## src/rtl/pe_array_ctrl_seq.sv

```systemverilog
// pe_array_ctrl_seq: per-layer sequencer driving the shift/MAC/adder/NL/feedback enables of an N_PE x N_PE array
// Optional feature: define PE_CTRL_STRIDE2_EN to add cfg_stride2 (MAC only on even row/col offsets from K-1).
// Ports:
//   clk, rst (async, active high), start, cfg_row_length (W), cfg_num_rows (H), cfg_kernel (K),
//   cfg_num_banks (B, 0 means 1), cfg_nl_type, cfg_pool_en, in_valid / in_ready input handshake,
//   busy, done, cfg_err, line_buffer_reset, shifting_line / shifting_filter / mac_enable (flattened r*N_PE+c),
//   adder_enable / nl_enable / feedback_enable (per row), final_filter_bank, nl_type, pool_enable.
// Every output is a flop; shift/MAC enables appear the cycle after the accepted beat.
module pe_array_ctrl_seq #(
    parameter int N_PE   = 8,
    parameter int ADDR_W = 10,
    parameter int CNT_W  = 12,
    parameter int BANK_W = 8
) (
    input  logic                   clk,
    input  logic                   rst,
    input  logic                   start,
    input  logic [ADDR_W-1:0]      cfg_row_length,
    input  logic [CNT_W-1:0]       cfg_num_rows,
    input  logic [2:0]             cfg_kernel,
    input  logic [BANK_W-1:0]      cfg_num_banks,
    input  logic [2:0]             cfg_nl_type,
    input  logic                   cfg_pool_en,
`ifdef PE_CTRL_STRIDE2_EN
    input  logic                   cfg_stride2,
`endif
    input  logic                   in_valid,
    output logic                   in_ready,
    output logic                   busy,
    output logic                   done,
    output logic                   cfg_err,
    output logic                   line_buffer_reset,
    output logic [N_PE*N_PE-1:0]   shifting_line,
    output logic [N_PE*N_PE-1:0]   shifting_filter,
    output logic [N_PE*N_PE-1:0]   mac_enable,
    output logic [N_PE-1:0]        adder_enable,
    output logic [N_PE-1:0]        nl_enable,
    output logic [N_PE-1:0]        feedback_enable,
    output logic                   final_filter_bank,
    output logic [2:0]             nl_type,
    output logic                   pool_enable
);
    typedef enum logic [2:0] {IDLE, FLUSH, LOAD_FILT, PRIME, STREAM, DRAIN, DONE} state_t;
    state_t state, state_n;
    logic [ADDR_W-1:0] w_last, col, col_n;
    logic [CNT_W-1:0] h_last, row, row_n;
    logic [2:0] k, k_m1, k_m2, fcnt, fcnt_n;
    logic [BANK_W-1:0] b_last, b_last_n, bank, bank_n;
    logic drain_cnt, drain_n, legal, accept, beat, mac_beat, mac_q, stride_ok;
    logic [N_PE*N_PE-1:0] a_mask;
    logic [N_PE-1:0] r_mask;
`ifdef PE_CTRL_STRIDE2_EN
    logic stride2;
    // (col-(K-1)) and (row-(K-1)) even is a parity match against K-1
    assign stride_ok = !stride2 || (col[0] == k_m1[0] && row[0] == k_m1[0]);
`else
    assign stride_ok = 1'b1;
`endif
    assign k_m1 = k - 3'd1;
    assign k_m2 = k - 3'd2;
    assign legal = cfg_kernel != 3'd0 && 32'(cfg_kernel) <= N_PE &&
                   cfg_num_rows >= CNT_W'(cfg_kernel) && cfg_row_length >= ADDR_W'(cfg_kernel);
    assign accept = state == IDLE && start && legal;
    assign beat = in_valid && in_ready;
    assign mac_beat = beat && state == STREAM && col >= ADDR_W'(k_m1) && stride_ok;
    assign b_last_n = accept ? ((cfg_num_banks == '0) ? '0 : cfg_num_banks - BANK_W'(1)) : b_last;
    always_comb begin
        a_mask = '0;
        r_mask = '0;
        for (int r = 0; r < N_PE; r++) begin
            r_mask[r] = r < int'(k);
            for (int c = 0; c < N_PE; c++)
                a_mask[r*N_PE+c] = r < int'(k) && c < int'(k);
        end
    end
    always_comb begin
        state_n = state;
        fcnt_n = fcnt;
        col_n = col;
        row_n = row;
        bank_n = bank;
        drain_n = drain_cnt;
        case (state)
            IDLE: begin
                state_n = accept ? FLUSH : IDLE;
                bank_n = accept ? '0 : bank;
            end
            FLUSH: begin
                state_n = LOAD_FILT;
                fcnt_n = '0;
            end
            LOAD_FILT: if (beat) begin
                fcnt_n = fcnt + 3'd1;
                if (fcnt == k_m1) begin
                    // K==1 has no priming window
                    state_n = (k == 3'd1) ? STREAM : PRIME;
                    col_n = '0;
                    row_n = '0;
                end
            end
            PRIME, STREAM: if (beat) begin
                col_n = (col == w_last) ? '0 : col + ADDR_W'(1);
                row_n = (col == w_last) ? row + CNT_W'(1) : row;
                // last priming beat sits at (K-1, K-2); last stream beat at (H-1, W-1)
                if (state == PRIME && row == CNT_W'(k_m1) && col == ADDR_W'(k_m2))
                    state_n = STREAM;
                if (state == STREAM && row == h_last && col == w_last) begin
                    state_n = DRAIN;
                    drain_n = 1'b0;
                end
            end
            DRAIN: begin
                drain_n = 1'b1;
                state_n = drain_cnt ? ((bank == b_last) ? DONE : FLUSH) : DRAIN;
                bank_n = (drain_cnt && bank != b_last) ? bank + BANK_W'(1) : bank;
            end
            DONE: state_n = IDLE;
            default: state_n = IDLE;
        endcase
    end
    always_ff @(posedge clk or posedge rst) begin
        if (rst) begin
            state <= IDLE;
            fcnt <= '0;
            col <= '0;
            row <= '0;
            bank <= '0;
            drain_cnt <= 1'b0;
            k <= '0;
            w_last <= '0;
            h_last <= '0;
            b_last <= '0;
`ifdef PE_CTRL_STRIDE2_EN
            stride2 <= 1'b0;
`endif
        end else begin
            state <= state_n;
            fcnt <= fcnt_n;
            col <= col_n;
            row <= row_n;
            bank <= bank_n;
            drain_cnt <= drain_n;
            b_last <= b_last_n;
            if (accept) begin
                k <= cfg_kernel;
                w_last <= cfg_row_length - ADDR_W'(1);
                h_last <= cfg_num_rows - CNT_W'(1);
`ifdef PE_CTRL_STRIDE2_EN
                stride2 <= cfg_stride2;
`endif
            end
        end
    end
    always_ff @(posedge clk or posedge rst) begin
        if (rst) begin
            in_ready <= 1'b0;
            busy <= 1'b0;
            done <= 1'b0;
            cfg_err <= 1'b0;
            line_buffer_reset <= 1'b0;
            shifting_line <= '0;
            shifting_filter <= '0;
            mac_enable <= '0;
            mac_q <= 1'b0;
            adder_enable <= '0;
            nl_enable <= '0;
            feedback_enable <= '0;
            final_filter_bank <= 1'b0;
            nl_type <= '0;
            pool_enable <= 1'b0;
        end else begin
            in_ready <= state_n inside {LOAD_FILT, PRIME, STREAM};
            busy <= state_n != IDLE;
            done <= state_n == DONE;
            cfg_err <= state == IDLE && start && !legal;
            line_buffer_reset <= state_n == FLUSH;
            shifting_filter <= (beat && state == LOAD_FILT) ? a_mask : '0;
            shifting_line <= (beat && (state == PRIME || state == STREAM)) ? a_mask : '0;
            mac_enable <= mac_beat ? a_mask : '0;
            mac_q <= mac_beat;
            adder_enable <= mac_q ? r_mask : '0;
            nl_enable <= adder_enable;
            feedback_enable <= (state_n inside {STREAM, DRAIN} && bank_n != '0) ? r_mask : '0;
            final_filter_bank <= state_n != IDLE && bank_n == b_last_n;
            nl_type <= accept ? cfg_nl_type : nl_type;
            pool_enable <= accept ? cfg_pool_en : pool_enable;
        end
    end
endmodule

```

## config.mk

```make
export PLATFORM = sky130hd
export DESIGN_NAME = pe_array_ctrl_seq
export DESIGN_NICKNAME = d
export VERILOG_FILES = /design/src/rtl/pe_array_ctrl_seq.sv
export SDC_FILE = /design/constraint.sdc
export NUM_CORES = 1
export LEC_CHECK = 0
export CAP_MARGIN = 40
export CORE_AREA = 3 3 125 127
export DETAILED_ROUTE_END_ITERATION = 7
export DIE_AREA = 0 0 128 130
export DONT_BUFFER_PORTS = 1
export PLACE_DENSITY = 0.79
export RECOVER_POWER = 50
export SKIP_CTS_REPAIR_TIMING = 1
export SYNTH_ARGS = -nofsm -noshare
export SYNTH_HDL_FRONTEND = slang
export SYNTH_SLANG_ARGS = --single-unit
```

## constraint.sdc

```tcl
create_clock -name clk -period 13.81 [get_ports clk]
set_clock_uncertainty 0.15 [all_clocks]
set_input_delay 0 -clock clk [delete_from_list [all_inputs] [get_ports clk]]
set_output_delay 0 -clock clk [all_outputs]
set_load 0.01 [all_outputs]
```

==> results.sh, run 1 <==
export IMPL_status="finished, violations left"
export IMPL_violations="hold timing, capacitance limit, slew limit"
export IMPL_synth_top_area_frac=0.497
export IMPL_p_leak_nw=4.78
export IMPL_clkLatencyLatePin_ns=0.44
export IMPL_critPathArrivalTime_ns=4.97
export IMPL_drc=0
export IMPL_nets=984
export IMPL_grt_pass1_wl_um=29600
export IMPL_cts_root_buffer="clkbuf_16"
export IMPL_grt_overflow_total=0
export IMPL_synth_edf_count=0
export IMPL_period_share=0.336
export IMPL_syn_area_mm2=0.00921
export IMPL_routed_wl_um=20600
export IMPL_min_path_type="input pin to flop"
export IMPL_ir_drop_v=0.000101
export IMPL_avgSynthCellArea_um2=9.97
export IMPL_dieArea_mm2=0.0166
export IMPL_post_place_ws_ns=10.39
export IMPL_ys_seq_area_frac=0.497
export IMPL_diodes=0
export IMPL_rsz0062_at_grt="false"
export IMPL_yosys_register_bits=183
export IMPL_cap_violations=2
export IMPL_numPortBuffers=0
export IMPL_fp_dieH_um=130
export IMPL_intPower_w=0.00110
export IMPL_p_comb_frac=0.288
export IMPL_numClockSinks=183
export IMPL_synth_cell_type_count=70
export IMPL_h_tree_depth=4
export IMPL_syn2layout_area_growth_pct=8.00
export IMPL_antenna_left=0
export IMPL_fin_ws_ns=9.17
export IMPL_crit_path_end_kind="async pin"
export IMPL_final_area_mm2=0.00995
export IMPL_layout_drive_gt1_share=0.0730
export IMPL_postSynthCellCount=924
export IMPL_critPathLaunchType="input pin"
export IMPL_dr_pass1_iters=5
export IMPL_tightest_slew_ns=3.97
export IMPL_path_clk_slew_ns=0.07
export IMPL_max_freq_mhz=215
export IMPL_vias=6243
export IMPL_yosysWarnings=0
export IMPL_synth_ff_type="dfrtp_1"
export IMPL_switching_share=0.363
export IMPL_dp_hpwl_um=14100
export IMPL_hold_ws_ns=-0.0384
export IMPL_grt_pass1_vias=5460
export IMPL_slew_viol_final=118
export IMPL_p_sw_w=0.000629
export IMPL_p_seq_frac=0.422
export IMPL_setup_violations=0
export IMPL_mostFrequentLayoutCells="183 x dfrtp_1, 108 x nor2_1, 86 x nand2_1, 64 x dlygate4sd3_1, 50 x xnor2_1"
export IMPL_grt_max_degree=76
export IMPL_layout_commonest_cell="dfrtp_1"
export IMPL_cts_buffers=17
export IMPL_start_util=0.634
export IMPL_grtUsageTotal=0.229
export IMPL_antenna_found_initial=1
export IMPL_min_period_ns=4.64
export IMPL_cp_data_required_time_ns=14.14
export IMPL_tns_ns=0
export IMPL_avgRoutedWirePerCell_um=18.5
export IMPL_io_pins=267
export IMPL_critPathKind="input pin to async pin"
export IMPL_clock_path_buffers=2
export IMPL_slew_headroom=-1.65
export IMPL_tritoncts="built"
export IMPL_ys_top_cells_by_area="dfrtp_1 50%, buf_4 9.5%, xnor2_1 4.8%, nor2_1 4.4%, nand2_1 3.5%"
export IMPL_routed_via_density=5.60
export IMPL_drt_iter0_markers=508
export IMPL_async_reset_ff_frac=1.00
export IMPL_routabilityCongestion=0.944
export IMPL_clkPwrFrac=0.289
export IMPL_power_density_mw_per_mm2=174
export IMPL_finalHoldViolCount=4
export IMPL_core_mm2=0.0145
export IMPL_critPathMaxFanout=75
export IMPL_die_x_um=128
export IMPL_yosys_area_top_type="dfrtp_1"
export IMPL_dpl_cell_area_mm2=0.00871
export IMPL_rows=44
[worst paths after layout]
path	start	end	slack [ns]	cells after the start
hold / removal	cfg_num_rows[2]	h_last[8]$_DFFE_PP0N_	-0.04	5
setup reg to reg	state[0]$_DFF_PP0_	feedback_enable[0]$_DFF_PP0_	10.34	9
max in group clk	state[0]$_DFF_PP0_	feedback_enable[0]$_DFF_PP0_	10.34	9
setup / recovery	rst	mac_enable[50]$_DFF_PP0_	9.17	5
min in group asynchronous	rst	row[7]$_DFFE_PP0P_	1.27	4
hold reg to reg	adder_enable[2]$_DFF_PP0_	nl_enable[2]$_DFF_PP0_	0.30	0
[critical path: stages]
cell and delay, ns:
dlygate4sd3_1 0.53, dlygate4sd3_1 0.57, clkinvlp_2 0.09, clkbuf_1 2.76
buf_4 0.99
[kinds of logic (layout without fill, tap and decap cells)]
group                      Yosys count  after routing  synth area share
xor gates and xnor gates            80             80            0.0777
AOI/OAI and AO/OA                  104            104            0.0764
DFF                                183            183             0.497
other                                1             48          0.000407
buffers and inverters              193            153             0.129
and+or+nand+nor                    327            327             0.172
adders and majority gates           25             25            0.0340
muxes                               11             11            0.0139
[cell usage after synthesis (all sizes together), types with 2 or more instances]
library cell and instances:
and3b 2, xor2 29, nor3b 5, a21oi 18
clkbuf 21, nand3b 4, buf 123, and4 2
xnor2 50, o211ai 3, and3 3, inv 48
mux2 8, o21a 2, mux2i 3, o22ai 2
or2 4, a311oi 3, nor3 31, and2 4
dfrtp 183, a211oi 4, nand2b 13, or4 7
o2111ai 3, a21boi 3, nor2b 8, nand2 86
nor4 14, or3 6, nor2 109, nand3 12
nand4 15, a31oi 6, a21o 2, ha 25
o311ai 2, o21ai 42, o31ai 3
[power by group through the flow]
stage                     Combinational, W  Clock [W]  Sequential (W)
after floorplan                   0.000414          0        0.000695
after global placement            0.000447          0        0.000738
after detailed placement          0.000470          0        0.000741
after CTS                         0.000474   0.000509        0.000732
after global routing              0.000553   0.000530        0.000746
final                             0.000499   0.000501        0.000732
[metal layers]
layer,track usage,vias up,wire (um)
li1,-,2889,-
met1,0.302,3030,8200
met2,0.389,286,10700
met3,0.0495,38,1330
met4,0.0612,0,402
met5,0,-,0
[per-stage QoR]
stage	cells	total power (W)	utilization
floorplan	971	0.00111	-
global placement	1014	0.00118	0.595
detailed placement	1018	0.00121	0.599
CTS	1050	0.00171	0.642
global route	1115	0.00183	0.684
finish	1115	0.00173	0.684
[final cells by class]
type / instances / area [um^2]
tap: 184 / 230
sequential: 183 / 4580
inverter: 49 / 186
multi-input combinational: 595 / 3630
timing repair buffer: 72 / 704
fill: 1046 / 4590
clock buffer: 18 / 439
clock inverter: 14 / 179
[flip-flops by register name (all words and copies together) (netlist names), 10 cells and up]
signal	cells
row	12
w_last	10
shifting_line	27
shifting_filter	27
h_last	12
col	10
mac_enable	27
Power figures use the tool's default switching activity.
==> run 2: changes to the inputs <==
Clock period 13.81 ns to 4.7 ns, I/O delays scaled along.
==> run 2 against run 1 <==
Compared with the run above:
- count of clock-buffer cells in the layout down 1
- critical endpoint is now feedback_enable[2]$_DFF_PP0_
- sequential cell count did not move
- die area unchanged
- final area down 0.19%
- critical path depth is 3 higher
- the flow still finishes with violations (hold timing, capacitance limit, slew limit)
- final cell count fell by 0.36%
- register-to-register slack lost 9.0 ns
- clock power rose to 2.9 times the previous value
- power grew to 2.9 times the previous value
==> results.sh, run 2 (synthesis results as in run 1) <==
export IMPL_status="finished, violations left"
export IMPL_violations="hold timing, capacitance limit, slew limit"
export IMPL_min_path_type="input pin to flop"
export IMPL_p_seq_frac=0.427
export IMPL_regArea_mm2=0.00458
export IMPL_dp_hpwl_um=13800
export IMPL_cts_root_buffer="clkbuf_16"
export IMPL_grt_pass1_vias=5779
export IMPL_period_share=0.721
export IMPL_min_period_ns=3.39
export IMPL_fin_ws_ns=1.31
export IMPL_mostFrequentLayoutCells="183 x dfrtp_1, 108 x nor2_1, 86 x nand2_1, 62 x dlygate4sd3_1, 50 x xnor2_1"
export IMPL_p_comb_frac=0.288
export IMPL_min_to="w_last[9]$_DFFE_PP0N_"
export IMPL_tritoncts="built"
export IMPL_io_pins=267
export IMPL_routed_wl_um=20200
export IMPL_nets=980
export IMPL_cts_buffers=17
export IMPL_tightest_slew_ns=2.43
export IMPL_grtUsageTotal=0.229
export IMPL_worstReg2RegStart="state[0]$_DFF_PP0_"
export IMPL_utilization=0.683
export IMPL_path_clk_slew_ns=0.08
export IMPL_setup_violations=0
export IMPL_grt_max_degree=184
export IMPL_power_density_mw_per_mm2=507
export IMPL_hold_ws_ns=-0.0368
export IMPL_cp_startpoint="state[0]$_DFF_PP0_"
export IMPL_dp_cells=1017
export IMPL_avgRoutedWirePerCell_um=18.2
export IMPL_core_mm2=0.0145
export IMPL_dr_pass1_iters=7
export IMPL_cp_data_required_time_ns=4.84
export IMPL_tns_ns=0
export IMPL_numPortBuffers=0
export IMPL_h_tree_depth=4
export IMPL_clock_path_buffers=2
export IMPL_vias=6179
export IMPL_routabilityCongestion=0.918
export IMPL_grt_overflow_total=0
export IMPL_drc=0
export IMPL_ir_drop_v=0.000307
export IMPL_post_place_ws_ns=1.32
export IMPL_reg2reg_depth=8
export IMPL_slew_headroom=-0.619
export IMPL_switching_share=0.376
export IMPL_clkLatencyLatePin_ns=0.43
export IMPL_cap_violations=1
export IMPL_diodes=0
export IMPL_multiInputGateArea_mm2=0.00363
export IMPL_start_util=0.634
export IMPL_worstHoldStart="cfg_row_length[2]"
export IMPL_critPathKind="flop to flop"
export IMPL_layout_drive_gt1_share=0.0734
export IMPL_intPower_w=0.00314
export IMPL_antenna_found_initial=0
export IMPL_rows=44
export IMPL_die_x_um=128
export IMPL_dieArea_mm2=0.0166
export IMPL_fillers=1052
export IMPL_critPathLaunchType="flop"
export IMPL_critPathArrivalTime_ns=3.53
export IMPL_slew_viol_final=184
export IMPL_numClockSinks=183
export IMPL_crit_path_end_kind="flop"
export IMPL_timing_rr_end="feedback_enable[2]$_DFF_PP0_"
export IMPL_finalHoldViolCount=4
export IMPL_max_freq_mhz=295
export IMPL_instances_no_fill=1111
export IMPL_hold_path_depth=4
export IMPL_critPathMaxFanout=16
export IMPL_grt_pass1_wl_um=30300
export IMPL_rrSetupSlack_ns=1.31
export IMPL_p_sw_w=0.00189
export IMPL_fp_dieH_um=130
export IMPL_top_regs="mac_enable x27, shifting_filter x27, shifting_line x27"
export IMPL_layout_commonest_cell="dfrtp_1"
export IMPL_clkPwrFrac=0.285
export IMPL_rsz0062_at_grt="false"
export IMPL_p_leak_nw=4.77
export IMPL_syn2layout_area_growth_pct=7.80
export IMPL_routed_via_density=5.56
export IMPL_drt_iter0_markers=459
export IMPL_antenna_left=0
run 2: cell types whose count changed in the layout (fill, tap and decap cells not counted), sizes merged:
cell         change
clkinvlp         -1
clkinv           +4
bufinv           -2
buf              -1
clkbuf           -2
dlygate4sd3      -2
run 2: per-layer routing:
layer	global-route usage	routed length (um)
met5	0	0
met4	0.0581	356
met3	0.0454	1060
met2	0.400	10700
met1	0.296	8140
run 2: power by group through the flow:
stage	sequential, W	combinational [W]	clock, W
after global routing	0.00218	0.00163	0.00152
final	0.00215	0.00145	0.00143
after global placement	0.00217	0.00131	0
after floorplan	0.00204	0.00122	0
after CTS	0.00215	0.00138	0.00146
after detailed placement	0.00218	0.00138	0
run 2: cell type report:
cell class / instances / area share
Clock inverter: 15 / 0.0200
Multi-Input combinational cell: 595 / 0.365
Tap cell: 184 / 0.0232
Clock buffer: 17 / 0.0429
Inverter: 49 / 0.0190
Timing Repair Buffer: 68 / 0.0682
Sequential cell: 183 / 0.461
run 2: metrics by stage:
step	total power, W	cell area [um^2]	hold WS (ns)
4_1_cts	0.00499	9320	-0.492
3_5_place_dp	0.00355	8690	-0.0329
5_1_grt	0.00533	9930	0.00641
3_3_place_gp	0.00348	8660	-0.0430
6_report	0.00503	9930	-0.0368
2_1_floorplan	0.00326	9390	-0.0446
run 2: how the worst max path moves through the flow:
stage                                         endpoint  slack [ns]  cells after the start
after floorplan               mac_enable[49]$_DFF_PP0_        1.80                     12
after global placement    feedback_enable[0]$_DFF_PP0_        1.42                      8
after detailed placement      mac_enable[52]$_DFF_PP0_        1.32                     11
after CTS                     mac_enable[52]$_DFF_PP0_        1.30                     11
after global routing          mac_enable[52]$_DFF_PP0_         1.0                     11
final                     feedback_enable[2]$_DFF_PP0_        1.31                      8
run 2: critical path, stage by stage (launching register included):
cell and delay, ns:
dfrtp_1 0.58, nor3_4 0.38, nand3_1 0.17, a31oi_4 0.27, nand2_1 0.14, a311oi_1 0.63
nand4_1 0.33, o311ai_4 0.50, nor2_1 0.10
